===== src/rtl/sounder_rx_pkg.sv =====
// Shared types and constants for the channel-sounder receive capture framer.
package sounder_rx_pkg;

    localparam int          TS_W       = 64;
    localparam int          DATA_W     = 32;
    localparam int          LENF_W     = 16;
    localparam logic [15:0] ITEM_BYTES = 16'd4;

    typedef enum logic [1:0] {
        ST_IDLE    = 2'd0,
        ST_ARMED   = 2'd1,
        ST_CAPTURE = 2'd2,
        ST_FLUSH   = 2'd3
    } state_t;

    typedef struct packed {
        logic [DATA_W-1:0] data;
        logic              last;
        logic [TS_W-1:0]   ts;
        logic              has_time;
        logic [LENF_W-1:0] len;
        logic              eob;
    } out_beat_t;

endpackage


===== src/rtl/sounder_rx_skid.sv =====
// Two-entry AXI-stream skid buffer; output is always driven from a register,
// and the input is ready whenever at least one entry is free.
module sounder_rx_skid #(
    parameter int W = 8
) (
    input  logic         clk,
    input  logic         rst,
    input  logic [W-1:0] in_data,
    input  logic         in_valid,
    output logic         in_ready,
    output logic [W-1:0] out_data,
    output logic         out_valid,
    input  logic         out_ready
);

    logic [W-1:0] ent0_r;
    logic [W-1:0] ent1_r;
    logic [1:0]   cnt_r;
    logic         push_s;
    logic         pop_s;

    assign in_ready  = (cnt_r != 2'd2);
    assign out_valid = (cnt_r != 2'd0);
    assign out_data  = ent0_r;
    assign push_s    = in_valid & in_ready;
    assign pop_s     = out_valid & out_ready;

    // Entry storage: ent0 is the head, ent1 only holds data while the head stalls.
    always_ff @(posedge clk) begin
        if (rst) begin
            ent0_r <= '0;
            ent1_r <= '0;
            cnt_r  <= 2'd0;
        end else begin
            case ({push_s, pop_s})
                2'b10: begin
                    if (cnt_r == 2'd0) begin
                        ent0_r <= in_data;
                    end else begin
                        ent1_r <= in_data;
                    end
                    cnt_r <= cnt_r + 2'd1;
                end
                2'b01: begin
                    ent0_r <= ent1_r;
                    cnt_r  <= cnt_r - 2'd1;
                end
                // Simultaneous push and pop only happens with exactly one entry held.
                2'b11: begin
                    ent0_r <= in_data;
                end
                default: begin
                    cnt_r <= cnt_r;
                end
            endcase
        end
    end

endmodule


===== src/rtl/sounder_rx_capture.sv =====
// Timed capture framer: waits for a start time, then cuts the sample stream
// into fixed-length timestamped packets. Define SOUNDER_RX_CAPTURE_LATE_CHECK_EN
// for exact-match start with late detection; otherwise start on time >= start.
module sounder_rx_capture
    import sounder_rx_pkg::*;
#(
    parameter int ITEM_W = 32,
    parameter int LEN_W  = 16
) (
    input  logic              axis_data_clk,
    input  logic              axis_data_rst,
    input  logic [63:0]       cfg_start_time,
    input  logic [LEN_W-1:0]  cfg_period_len,
    input  logic [LEN_W-1:0]  cfg_num_periods,
    input  logic              cfg_arm,
    input  logic              cfg_stop,
    output logic [1:0]        status_state,
    output logic              status_late,
    output logic              status_cfg_err,
    input  logic [ITEM_W-1:0] s_axis_tdata,
    input  logic              s_axis_tlast,
    input  logic              s_axis_tvalid,
    output logic              s_axis_tready,
    input  logic [63:0]       s_axis_ttimestamp,
    input  logic              s_axis_thas_time,
    input  logic              s_axis_teob,
    output logic [ITEM_W-1:0] m_axis_tdata,
    output logic              m_axis_tkeep,
    output logic              m_axis_tlast,
    output logic              m_axis_tvalid,
    input  logic              m_axis_tready,
    output logic [63:0]       m_axis_ttimestamp,
    output logic              m_axis_thas_time,
    output logic [15:0]       m_axis_tlength,
    output logic              m_axis_teov,
    output logic              m_axis_teob
);

    localparam logic [LEN_W-1:0] LEN_ONE = {{(LEN_W-1){1'b0}}, 1'b1};

    state_t           state_r, state_n_s;
    logic             live_r;
    logic             sop_r;
    logic [TS_W-1:0]  cur_time_r, beat_time_s, base_s, cur_pkt_ts_s, ts_r, start_r, len_ext_s;
    logic [LEN_W-1:0] len_r, num_r, sample_cnt_r, period_cnt_r;
    logic             stop_pend_r, cfg_err_r;
    logic             acc_s, start_hit_s, last_s, final_period_s, end_cond_s;
    logic             cap_beat_s, arm_ok_s, err_set_s;
    logic             skid_ready_s, m_valid_s;
    logic             unused_teob_s;
    out_beat_t        beat_s, obeat_s;

    assign unused_teob_s = s_axis_teob;

    assign s_axis_tready = live_r & ((state_r == ST_IDLE) | skid_ready_s);
    assign acc_s         = s_axis_tvalid & s_axis_tready;
    assign beat_time_s   = (sop_r && s_axis_thas_time) ? s_axis_ttimestamp : cur_time_r;

    assign last_s         = (sample_cnt_r == (len_r - LEN_ONE));
    assign final_period_s = (num_r != '0) && (period_cnt_r == (num_r - LEN_ONE));
    assign end_cond_s     = final_period_s | stop_pend_r | cfg_stop;
    assign len_ext_s      = {{(TS_W-LEN_W){1'b0}}, len_r};
    assign cur_pkt_ts_s   = (state_r == ST_ARMED) ? base_s : ts_r;

`ifdef SOUNDER_RX_CAPTURE_LATE_CHECK_EN
    logic late_r;
    logic late_set_s;
    logic start_late_s;
    assign start_hit_s  = (beat_time_s == start_r);
    assign start_late_s = (beat_time_s > start_r);
    assign base_s       = start_r;
`else
    assign start_hit_s  = (beat_time_s >= start_r);
    assign base_s       = beat_time_s;
`endif

    // Sample-time tracker: cur_time_r always holds the time of the next input beat.
    always_ff @(posedge axis_data_clk) begin
        if (axis_data_rst) begin
            cur_time_r <= '0;
            sop_r      <= 1'b1;
        end else if (acc_s) begin
            cur_time_r <= beat_time_s + 64'd1;
            sop_r      <= s_axis_tlast;
        end
    end

    // State register; live_r holds tready low through reset.
    always_ff @(posedge axis_data_clk) begin
        if (axis_data_rst) begin
            state_r <= ST_IDLE;
            live_r  <= 1'b0;
        end else begin
            state_r <= state_n_s;
            live_r  <= 1'b1;
        end
    end

    // Next-state logic and per-cycle capture decisions.
    always_comb begin
        state_n_s  = state_r;
        cap_beat_s = 1'b0;
        arm_ok_s   = 1'b0;
        err_set_s  = 1'b0;
`ifdef SOUNDER_RX_CAPTURE_LATE_CHECK_EN
        late_set_s = 1'b0;
`endif
        case (state_r)
            ST_IDLE: begin
                if (cfg_arm) begin
                    if (cfg_period_len != '0) begin
                        state_n_s = ST_ARMED;
                        arm_ok_s  = 1'b1;
                    end else begin
                        err_set_s = 1'b1;
                    end
                end else begin
                    state_n_s = ST_IDLE;
                end
            end
            ST_ARMED: begin
                if (cfg_stop) begin
                    state_n_s = ST_IDLE;
                end else if (acc_s && start_hit_s) begin
                    cap_beat_s = 1'b1;
                    state_n_s  = (last_s && end_cond_s) ? ST_IDLE : ST_CAPTURE;
`ifdef SOUNDER_RX_CAPTURE_LATE_CHECK_EN
                end else if (acc_s && start_late_s) begin
                    late_set_s = 1'b1;
                    state_n_s  = ST_IDLE;
`endif
                end else begin
                    state_n_s = ST_ARMED;
                end
            end
            ST_CAPTURE: begin
                // A stop between packets closes the capture without a further packet.
                if (cfg_stop && (sample_cnt_r == '0)) begin
                    state_n_s = ST_FLUSH;
                end else if (acc_s) begin
                    cap_beat_s = 1'b1;
                    state_n_s  = (last_s && end_cond_s) ? ST_IDLE : ST_CAPTURE;
                end else begin
                    state_n_s = ST_CAPTURE;
                end
            end
            ST_FLUSH: begin
                state_n_s = ST_IDLE;
            end
            default: begin
                state_n_s = ST_IDLE;
            end
        endcase
    end

    // Configuration latch plus sample, period and timestamp counters.
    always_ff @(posedge axis_data_clk) begin
        if (axis_data_rst) begin
            start_r      <= '0;
            len_r        <= '0;
            num_r        <= '0;
            sample_cnt_r <= '0;
            period_cnt_r <= '0;
            ts_r         <= '0;
            stop_pend_r  <= 1'b0;
        end else if (arm_ok_s) begin
            start_r      <= cfg_start_time;
            len_r        <= cfg_period_len;
            num_r        <= cfg_num_periods;
            sample_cnt_r <= '0;
            period_cnt_r <= '0;
            stop_pend_r  <= 1'b0;
        end else begin
            if (cap_beat_s) begin
                if (last_s) begin
                    sample_cnt_r <= '0;
                    period_cnt_r <= period_cnt_r + LEN_ONE;
                    ts_r         <= cur_pkt_ts_s + len_ext_s;
                end else begin
                    sample_cnt_r <= sample_cnt_r + LEN_ONE;
                    ts_r         <= cur_pkt_ts_s;
                end
            end
            if ((state_r == ST_CAPTURE) && cfg_stop) begin
                stop_pend_r <= 1'b1;
            end
        end
    end

    // Sticky configuration-error flag.
    always_ff @(posedge axis_data_clk) begin
        if (axis_data_rst) begin
            cfg_err_r <= 1'b0;
        end else if (err_set_s) begin
            cfg_err_r <= 1'b1;
        end else if (arm_ok_s) begin
            cfg_err_r <= 1'b0;
        end
    end

`ifdef SOUNDER_RX_CAPTURE_LATE_CHECK_EN
    // Sticky late-start flag, cleared by any arm accepted in IDLE.
    always_ff @(posedge axis_data_clk) begin
        if (axis_data_rst) begin
            late_r <= 1'b0;
        end else if (late_set_s) begin
            late_r <= 1'b1;
        end else if ((state_r == ST_IDLE) && cfg_arm) begin
            late_r <= 1'b0;
        end
    end
    assign status_late = late_r;
`else
    assign status_late = 1'b0;
`endif

    // Output beat assembly; timestamp only travels on the first beat of a packet.
    always_comb begin
        beat_s          = '0;
        beat_s.data     = s_axis_tdata;
        beat_s.last     = last_s;
        beat_s.has_time = (sample_cnt_r == '0);
        beat_s.ts       = (sample_cnt_r == '0) ? cur_pkt_ts_s : '0;
        beat_s.len      = len_r * ITEM_BYTES;
        beat_s.eob      = last_s & end_cond_s;
    end

    sounder_rx_skid #(
        .W($bits(out_beat_t))
    ) u_skid (
        .clk       (axis_data_clk),
        .rst       (axis_data_rst),
        .in_data   (beat_s),
        .in_valid  (cap_beat_s),
        .in_ready  (skid_ready_s),
        .out_data  (obeat_s),
        .out_valid (m_valid_s),
        .out_ready (m_axis_tready)
    );

    assign m_axis_tdata      = obeat_s.data;
    assign m_axis_tlast      = obeat_s.last;
    assign m_axis_ttimestamp = obeat_s.ts;
    assign m_axis_thas_time  = obeat_s.has_time;
    assign m_axis_tlength    = obeat_s.len;
    assign m_axis_teob       = obeat_s.eob;
    assign m_axis_tkeep      = m_valid_s;
    assign m_axis_teov       = 1'b0;
    assign m_axis_tvalid     = m_valid_s;

    assign status_state   = state_r;
    assign status_cfg_err = cfg_err_r;

endmodule


===== config.mk =====
export PLATFORM = sky130hd
export DESIGN_NAME = sounder_rx_capture
export DESIGN_NICKNAME = d
export VERILOG_FILES = /design/src/rtl/sounder_rx_pkg.sv /design/src/rtl/sounder_rx_skid.sv /design/src/rtl/sounder_rx_capture.sv
export SDC_FILE = /design/constraint.sdc
export NUM_CORES = 1
export LEC_CHECK = 0
export CAP_MARGIN = 20
export CORE_ASPECT_RATIO = 1.2
export CORE_UTILIZATION = 58
export CTS_BUF_LIST = sky130_fd_sc_hd__clkbuf_8
export DETAILED_ROUTE_END_ITERATION = 12
export PLACE_DENSITY = 0.84
export SYNTH_ARGS = -nofsm -noshare
export SYNTH_HDL_FRONTEND = slang
export SYNTH_SLANG_ARGS = --single-unit
export TNS_END_PERCENT = 100

===== constraint.sdc =====
create_clock -name axis_data_clk -period 6.8 [get_ports axis_data_clk]
set_clock_uncertainty 0.2 [all_clocks]
set_input_delay 0.68 -clock axis_data_clk [delete_from_list [all_inputs] [get_ports axis_data_clk]]
set_output_delay 0.68 -clock axis_data_clk [all_outputs]
set_load 0.1 [all_outputs]

Word-level counts from Yosys, hierarchy flattened
Index checks and enable logic that the tools add are counted.
- add/sub/neg operators: 8
- $lt $le $gt $ge: 1
- equality and inequality tests: 11
- mux-type cells: 30
- bitwise logic cells: 10
- reduce and logical (&&, ||, !) cells: 20
- operator list (kind ; number):
    one-hot mux 115 bit (3 select lines) ; 1
    two-way mux 64 bit ; 4
    two-way mux 115 bit ; 1
    adder 64 x 1 -> 64 bit, second input constant ; 1
    adder 64 x 16 -> 64 bit ; 1
    >= comparator 64 bit ; 1
    adder 16 x 1 -> 16 bit, second input constant ; 2
    equality test 16 bit ; 2
    nonzero test 16 bit ; 2
    subtractor 16 x 1 -> 16 bit, second input constant ; 2
    logical NOT 16 bit ; 1
    two-way mux 16 bit ; 1
    two-way mux 2 bit ; 7
    two-way mux 1 bit ; 13
    equality test 2 bit, second input constant ; 4
    one-hot mux 2 bit (4 select lines) ; 1
    AND reduction 2 bit ; 4
    logical AND 1 bit ; 6
    nonzero test 2 bit ; 3
    AND 1 bit ; 5
    equality test 2 x 1 -> 1 bit, second input constant ; 2
    logical NOT 2 bit ; 2
    one-hot mux 2 bit (2 select lines) ; 1
    != test 3 x 2 -> 1 bit, second input constant ; 1
    9 further kinds ; 12
- register bits after elaboration: 492
- bits of input ports: 201
- output and inout port bits: 123
- word-level logic and storage cells: 95

Logic depth before layout (Yosys ltp)
Gate-level depths: netlist of the first run.
- word-level depth: 12
- depth in mapped cells: 25
- depth with buffers taken out: 18

Hierarchy
Synthesis of the first run repeated with hierarchy kept, for this count alone.
- cells, all modules: 3524
- area total of the unflattened synthesis: 27512.6 sq um
- by module, submodules not included (module ; instances ; cells an instance ; area an instance (sq um) ; sequential area each (sq um)):
    sounder_rx_capture ; 1 ; 2481 ; 18007.3 ; 5245.0
    sounder_rx_skid ; 1 ; 1043 ; 9505.4 ; 4644.5

Worst setup path before layout of the first run
No wires, ideal clock.
- kind: input to register
- from: in s_axis_thas_time
- to: reg u_skid.ent0_r[104] (netlist: u_skid.out_data[104])
- library setup time: 137 ps
- arrival time: 5613 ps
- data required time: 6463 ps
- setup slack: 850 ps
- cell stages on the path: 24
- path buffers: 8
- path through: buf_6 > and2_4 > buf_6 > buf_4 > buf_2 > buf_1 > mux2i_1 > inv_1 > ha_1 > a21oi_1 > o21a_1 > o31ai_1 > a211oi_1 > a2bb2oi_1 > a211oi_2 > nor2_1 > inv_1 > nand2_1 > ha_1 > clkbuf_1 > clkbuf_1 > clkbuf_1 > mux2i_1 > a211oi_1
- cells in the longest elaborated chain, start to end: 11
- elaborated cells between the ends (all ways): 15
- classes of those cells: 1 x order compare; 4 x eq/ne; 5 x mux; 1 x bitwise; 4 x reduce/logical
- ends and longest elaborated chain (element ; RTL line ; RTL):
    from (decl) ; sounder_rx_capture.sv:25 ; input logic s_axis_thas_time,
    logical AND 1 bit (*) ; sounder_rx_capture.sv:57 ; assign beat_time_s = (sop_r && s_axis_thas_time) ? s_axis_ttimestamp : cur_time_r;
    two-way mux 64 bit (*) ; sounder_rx_capture.sv:57 ;
    >= comparator 64 bit (*) ; sounder_rx_capture.sv:73 ; assign start_hit_s = (beat_time_s >= start_r);
    logical AND 1 bit (*) ; sounder_rx_capture.sv:124 ; end else if (acc_s && start_hit_s) begin
    two-way mux 1 bit (*) ; sounder_rx_capture.sv:124 ;
    two-way mux 1 bit (*) ; sounder_rx_capture.sv:122 ; if (cfg_stop) begin
    one-hot mux 1 bit (2 select lines) (*) ; sounder_rx_capture.sv:108 ; case (state_r)
    AND 1 bit (*) ; sounder_rx_skid.sv:25 ; assign push_s = in_valid & in_ready;
    equality test 2 bit / equality test 2 x 1 -> 1 bit (equally long branches) ; sounder_rx_skid.sv:35 ; case ({push_s, pop_s})
    != test 2 x 1 -> 1 bit (no line) / nonzero test 3 bit (equally long branches) ; n/a ;
    AND reduction 2 bit (no line) ; n/a ;
    to (signal assigned) ; sounder_rx_skid.sv:38 ; ent0_r <= in_data;
    to (signal assigned) ; sounder_rx_skid.sv:45 ; ent0_r <= ent1_r;
    to (signal assigned) ; sounder_rx_skid.sv:50 ; ent0_r <= in_data;
    to (decl) ; sounder_rx_skid.sv:16 ; logic [W-1:0] ent0_r;
Mark *: on every way between the ends. The rest lies on a longest branch, timed or not.
A chain may end at the register's enable or synchronous reset.

Final worst setup path of the first run
- from: reg sop_r
- to: reg u_skid.ent1_r[35]
- cells in the longest elaborated chain, start to end: 10
- elaborated cells between the ends (all ways): 12
- classes of those cells: 1 x order compare; 1 x eq/ne; 6 x mux; 1 x bitwise; 3 x reduce/logical
- ends and longest elaborated chain (element ; RTL line ; RTL):
    from (decl) ; sounder_rx_capture.sv:43 ; logic sop_r;
    from (signal assigned) ; sounder_rx_capture.sv:84 ; sop_r <= s_axis_tlast;
    logical AND 1 bit (*) ; sounder_rx_capture.sv:57 ;
    two-way mux 64 bit (*) ; sounder_rx_capture.sv:57 ;
    >= comparator 64 bit ; sounder_rx_capture.sv:73 ;
    logical AND 1 bit ; sounder_rx_capture.sv:124 ;
    two-way mux 1 bit ; sounder_rx_capture.sv:124 ;
    two-way mux 1 bit ; sounder_rx_capture.sv:122 ;
    one-hot mux 1 bit (2 select lines) ; sounder_rx_capture.sv:108 ;
    AND 1 bit ; sounder_rx_skid.sv:25 ;
    equality test 2 bit ; sounder_rx_skid.sv:35 ;
    AND reduction 2 bit (no line) ; n/a ;
    to (signal assigned) ; sounder_rx_skid.sv:40 ; ent1_r <= in_data;
    to (decl) ; sounder_rx_skid.sv:17 ; logic [W-1:0] ent1_r;
Marks and branches as above.

==> results of run 1 <==
## registers in the layout (all words and copies together) (netlist names)
signal and count:
cur_time_r 64, len_r 16, live_r 1, num_r 16, period_cnt_r 16, sample_cnt_r 16
sop_r 1, start_r 64, status_cfg_err 1, status_state 2, stop_pend_r 1, ts_r 64
u_skid.cnt_r 2, u_skid.ent1_r 113, u_skid.out_data 113
## metrics by stage
stage,utilization [%],instance area [um2],setup WS [ns],cells
6_report,69.8,32200,0.843,4391
2_1_floorplan,-,27100,0.850,3532
5_1_grt,69.8,32200,0.460,4390
3_3_place_gp,66.1,30400,0.769,4248
3_5_place_dp,66.1,30400,0.656,4248
4_1_cts,69.8,32200,0.982,4387
## worst register-to-register path, stage by stage (launching register included)
cell	delay (ns)
dfxtp_1	0.34
and2_4	0.67
buf_4	0.36
mux2i_1	0.35
inv_1	0.20
ha_1	0.34
nand4_1	0.15
or3_1	0.43
nor3_1	0.44
nand3_1	0.14
a2bb2oi_1	0.27
a211oi_2	0.33
nor2_1	0.08
buf_4	0.17
inv_1	0.08
and2_1	0.12
ha_1	0.20
nand2_4	0.30
buf_12	0.33
nor3_1	0.21
a21oi_1	0.06
nor2_1	0.08
## power groups by stage
stage                     Sequential, mW  Combinational (mW)  Clock [mW]
after detailed placement            3.05                1.07           0
final                               2.99                1.11        2.77
after floorplan                     3.11               0.661           0
after CTS                           2.99                1.08        2.81
after global routing                3.00                1.19        2.93
after global placement              3.05                1.06           0
## cell type report
type	instances	area [um2]
multi-input combinational	2644	15700
inverter	131	492
sequential	490	9810
fill	3813	13900
timing repair buffer	367	3660
antenna	4	10.0
clock buffer	96	1320
clock inverter	43	395
tap	616	771
## logic make-up after synthesis
| group | count (synthesis) | share of synthesized area (%) |
|---|---|---|
| xor gates and xnor gates | 151 | 4.88 |
| DFF | 490 | 36.2 |
| AOI/OAI and AO/OA | 833 | 19.1 |
| adders and majority gates | 93 | 4.32 |
| other | 1 | 0.0138 |
| and+or+nand+nor | 1465 | 25.6 |
| muxes | 98 | 3.68 |
| buffers and inverters | 398 | 6.25 |
## per-layer routing
layer,routed length (um),track usage (%),share of wire (%),vias up
met3,6480,5.23,8.1,205
met5,0,0,0,-
met1,33500,43.8,42,12100
li1,-,-,-,12800
met4,3990,17.4,5.0,0
met2,36500,51.9,45,1177
## worst max-delay path by stage
| stage | start | endpoint |
|---|---|---|
| detailed placement | s_axis_thas_time | u_skid.ent1_r[23] |
| floorplan | s_axis_thas_time | u_skid.out_data[104] |
| CTS | sop_r | u_skid.ent1_r[23] |
| global placement | s_axis_thas_time | u_skid.ent1_r[19] |
| finish | sop_r | u_skid.ent1_r[35] |
| global route | sop_r | u_skid.ent1_r[52] |
## cells in the final DEF, fill, tap and decap left out, drive strengths merged, types with 19 or more instances in the layout
master,netlist,layout
a211oi,174,174
a21o,23,23
a21oi,416,416
a311oi,29,29
and3,23,23
and4,30,30
buf,71,51
clkbuf,196,96
clkdlybuf4s50,0,316
clkinv,1,19
dfxtp,490,490
ha,92,92
inv,130,148
mux2i,84,84
nand2,546,546
nand3,102,102
nand4,46,46
nor2,364,364
nor2b,28,28
nor3,158,158
nor4,45,45
o21ai,73,73
or3,25,25
xnor2,93,93
xor2,58,58
==> metrics.txt, run 1 <==
starting DRC count in detailed routing=2,429; Hold-fix buffers, CTS=0; setup_tns=0 ns; worst path cell trace=and2_4, buf_4, mux2i_1, inv_1, ha_1, nand4_1, or3_1, nor3_1, nand3_1, a2bb2oi_1, a211oi_2, nor2_1, buf_4, inv_1, and2_1, ha_1, nand2_4, buf_12, nor3_1, a21oi_1, nor2_1; # port buffers=318; Clock Power Share=40.3%; Distinct cells, synth=98; die width=199 um; net switching power=2.04 mW; top-area cell type share of the netlist area=36.2%; Setup Buffers After CTS=0; Flop pwr share=43.6%; Synth Area per Inst=7.69 um2; Comb pwr share=16.1%; Skew-Pair Late Insertion Delay=0.69 ns; R2R setup slack=0.84 ns; pwr dens=214 nW/um2; Root Buffer=clkbuf_8; clock-pin slew on the worst setup and hold paths=0.07 ns; Final period util=87.6%; Detail Placement HPWL=55.9 mm; cell-internal power=4.84 mW; remaining global-route overflow=0; Fmax=168 MHz; CP peak stage delay=0.67 ns; most frequent cell after synthesis=nand2_1; CTS tree=done; DR DRC count=0; Routed WL=80.4 mm; nets=4,007; CTS Buf Count=79; stages on the worst setup path=21; CP max FO=53; Max Slew Vio Count=0; Slew headroom=9.05%; Worst VDD drop=170 uV; worst min path class=flip-flop to flip-flop; Setup crit start kind=flip-flop; outcome=completed; vias in the first global route=23,600; Starting Density=58.9%; Leak=11.5 nW; register area share after synthesis=36.2%; WL/cell=18.3 um; ys flop type=dfxtp_1; final hold vios=0; slowest CP cell=and2_4; Avg Vias per Cell=5.97; Top Ports=324; share of post-route cells with drive strength above 1=6.84%; clk sinks=490; sw frac=29.6%; routed via count=26,200; RSZ-0062 raised after global routing=no; Max-Cap Viols=0; routability cong.=0.974; layout overhead on the synthesized area=18.6%; largest net degree at the start of global routing=230; most frequent cells after synthesis=546 x nand2_1, 490 x dfxtp_1, 416 x a21oi_1, 362 x nor2_1, 196 x clkbuf_1; GRT Overall Usage=33.1%; Cells after Synth=3,529; initial antenna violation count=4; Async SR Flop Fraction=0%; min Tclk post-route=5.96 ns; total power=6.87 mW; Die Area=47,600 um2; H-tree depth=3; Crit path buffers/inverters=5; Die H=239 um; worst path required time=7.19 ns; Crit Reg-Reg Endpoint=u_skid.ent1_r[35]; worst hold endpoint=cur_time_r[50]; Initial DRT Pass Iterations=5; reg2reg path depth=21; cell accounting for the most synthesized area=dfxtp_1; global-route wire length before repair=126 mm; Worst Tran Pin Value=1.36 ns; Core Area=46,100 um2; WHS=0.249 ns; Routed Antenna Nets=0; site row count=86; main area contributors after synthesis=dfxtp_1 36%, a21oi_1 7.7%, nand2_1 7.6%; setup violators final=0; Post-synth EDFFs=0; worst r2r src=sop_r; #FFs+latches synth=490; Mapped Area=27,100 um2; hold_sp=cur_time_r[50]; Setup crit end kind=flip-flop; hold depth=2; clk buf depth=3; cts repair resizes=0; Top Family by Delay on Critical Path=simple AND/OR/NAND/NOR gates; Arr. time, crit path=6.35 ns; yosys warns=0; Crit Path Class=flip-flop to flip-flop
No activity file was read; power rests on OpenSTA's default activity.
==> run 2, diff against run 1 <==
Settings changed: CORE_UTILIZATION 58 to 57, CTS_BUF_LIST sky130_fd_sc_hd__clkbuf_8 to default, PLACE_DENSITY 0.84 to 0.83.
==> run 2 against run 1 <==
  * Via count fell by 0.93%
  * Final area rose by 0.23%
  * Register-to-register slack improved by 0.27 ns
  * Count of clock-buffer cells in the layout fell by 30
  * Worst hold slack got worse by 0.00091 ns
  * First-iteration DRC count fell by 11%
  * Non-clock buffer count rose by 3
  * Critical path depth fell by 4
  * Critical path type unchanged
==> metrics.txt, run 2 (synthesis results as in run 1) <==
outcome=completed (unchanged); Root Buffer=clkbuf_16 (was clkbuf_8); worst min path class=flip-flop to flip-flop (unchanged); Hold-fix buffers, CTS=0 (unchanged); CTS tree=done (unchanged); Crit Path Class=flip-flop to flip-flop (unchanged); Worst Tran Pin Value=1.03 ns (was 1.36 ns); commonest non-fill, non-tap cell in the layout=nand2_1 (unchanged); slowest CP cell=mux2i_1 (was and2_4); reg2reg path depth=17 (was 21); RSZ-0062 raised after global routing=no (unchanged); hold depth=2 (unchanged); nets=3,982 (was 4,007); DR DRC count=0 (unchanged); clock-pin slew on the worst setup and hold paths=0.06 ns (was 0.07 ns); Routed WL=79.0 mm (was 80.4 mm); Worst VDD drop=203 uV (was 170 uV); worst path required time=7.12 ns (was 7.19 ns); stages on the worst setup path=17 (was 21); initial antenna violation count=3 (was 4); Max-Cap Viols=0 (unchanged); worst r2r src=sop_r (unchanged); H-tree depth=2 (was 3); Critical Path Source=sop_r (unchanged); remaining global-route overflow=0 (unchanged); CP dominant cell by count=buf_4; Die Area=48,500 um2 (was 47,600 um2); Die H=241 um (was 239 um); setup violators final=0 (unchanged); largest net degree at the start of global routing=174 (was 230); Fmax=176 MHz (was 168 MHz); vias in the first global route=23,100 (was 23,600); share of post-route cells with drive strength above 1=5.95% (was 6.84%); Starting Density=57.7% (was 58.9%); global-route wire length before repair=124 mm (was 126 mm); routed via count=26,000 (was 26,200); clk sinks=490 (unchanged); Leak=11.4 nW (was 11.5 nW); hold_sp=cur_time_r[51] (was cur_time_r[50]); Final period util=83.6% (was 87.6%); # port buffers=318 (unchanged); Top Family by Delay on Critical Path=simple AND/OR/NAND/NOR gates (unchanged); setup_tns=0 ns (unchanged); Crit path buffers/inverters=3 (was 5); Setup crit start kind=flip-flop (unchanged); Avg Vias per Cell=5.97 (about the same); Initial DRT Pass Iterations=6 (was 5); Routed Antenna Nets=0 (unchanged); worst path cell trace=and2_4, buf_4, mux2i_1, nor2_1, a21oi_1, inv_1, ha_1, nand3_1, o211ai_1, a311o_1, a2111oi_2, buf_4, nor3_1, nand4_1, or3b_1, xnor2_1, a211oi_1 (was and2_4, buf_4, mux2i_1, inv_1, ha_1, nand4_1, or3_1, nor3_1, nand3_1, a2bb2oi_1, a211oi_2, nor2_1, buf_4, inv_1, and2_1, ha_1, nand2_4, buf_12, nor3_1, a21oi_1, nor2_1); site row count=87 (was 86); cts repair resizes=0 (unchanged); layout overhead on the synthesized area=18.8% (was 18.6%); Setup crit end kind=flip-flop (unchanged); Skew-Pair Late Insertion Delay=0.62 ns (was 0.69 ns); routability cong.=0.975 (was 0.974); Max Slew Vio Count=0 (unchanged); Top Ports=324 (unchanged); clk buf depth=3 (unchanged); Slew headroom=30.8% (was 9.05%); Detail Placement HPWL=55.5 mm (was 55.9 mm); pwr dens=220 nW/um2 (was 214 nW/um2); Setup Buffers After CTS=0 (unchanged); CTS Buf Count=51 (was 79); CP max FO=31 (was 53); WL/cell=18.2 um (was 18.3 um); final hold vios=0 (unchanged); starting DRC count in detailed routing=2,169 (was 2,429); total power=7.09 mW (was 6.87 mW); Arr. time, crit path=6.01 ns (was 6.35 ns); min Tclk post-route=5.68 ns (was 5.96 ns); die width=201 um (was 199 um); Core Area=47,000 um2 (was 46,100 um2); GRT Overall Usage=31.5% (was 33.1%); most frequent cells in the layout=544 x nand2_1, 490 x dfxtp_1, 416 x a21oi_1, 362 x nor2_1, 316 x clkdlybuf4s50_1 (unchanged); CP peak stage delay=0.57 ns (was 0.67 ns)
[run 2: metal layers]
| metal | wire [um] | vias up | GRT usage [%] |
|---|---|---|---|
| met5 | 13 | - | 0 |
| met4 | 4220 | 2 | 17.4 |
| met3 | 6450 | 210 | 5.66 |
| met2 | 34600 | 1108 | 47.9 |
| met1 | 33700 | 11900 | 42.3 |
| li1 | - | 12700 | - |
[run 2: layout make-up]
cell class / count / area [um2]
sequential: 490 / 9810
tap: 623 / 779
fill: 3974 / 14800
clock inverter: 27 / 384
timing repair buffer: 370 / 3660
multi-input combinational: 2644 / 15700
inverter: 131 / 492
clock buffer: 66 / 1400
antenna: 3 / 7.51
[run 2: worst register-to-register path: stages, from the launching register on]
cell and delay [ns]:
dfxtp_1 0.33, and2_4 0.50, buf_4 0.36, mux2i_1 0.57, nor2_1 0.23, a21oi_1 0.45, inv_1 0.09, ha_1 0.39
nand3_1 0.10, o211ai_1 0.32, a311o_1 0.30, a2111oi_2 0.10, buf_4 0.18, nor3_1 0.26, nand4_1 0.37, or3b_1 0.50
xnor2_1 0.13, a211oi_1 0.23
[run 2: power breakdown]
group	switching (mW)	leakage, nW	internal [mW]	total (mW)
Clock	1.23	0.876	1.77	3.00
Combinational	0.688	6.60	0.406	1.09
Sequential	0.0605	3.97	2.93	2.99
Total	1.98	11.4	5.11	7.09
[run 2: stage by stage]
step / hold slack [ns] / util (%) / worst slack, ns / area (um2) / instances
floorplan: 0.226 / - / 0.850 / 27100 / 3532
global placement: 0.235 / 64.7 / 0.834 / 30400 / 4258
detailed placement: 0.240 / 64.7 / 0.816 / 30400 / 4258
CTS: 0.247 / 68.5 / 1.25 / 32200 / 4351
global route: 0.267 / 68.6 / 0.923 / 32200 / 4353
finish: 0.248 / 68.6 / 1.12 / 32200 / 4354
[run 2: worst paths after layout]
check | to | slack (ns)
max reg2reg | ts_r[43] | 1.12
min | cur_time_r[51] | 0.25
min reg2reg | cur_time_r[51] | 0.25
max | ts_r[43] | 1.12
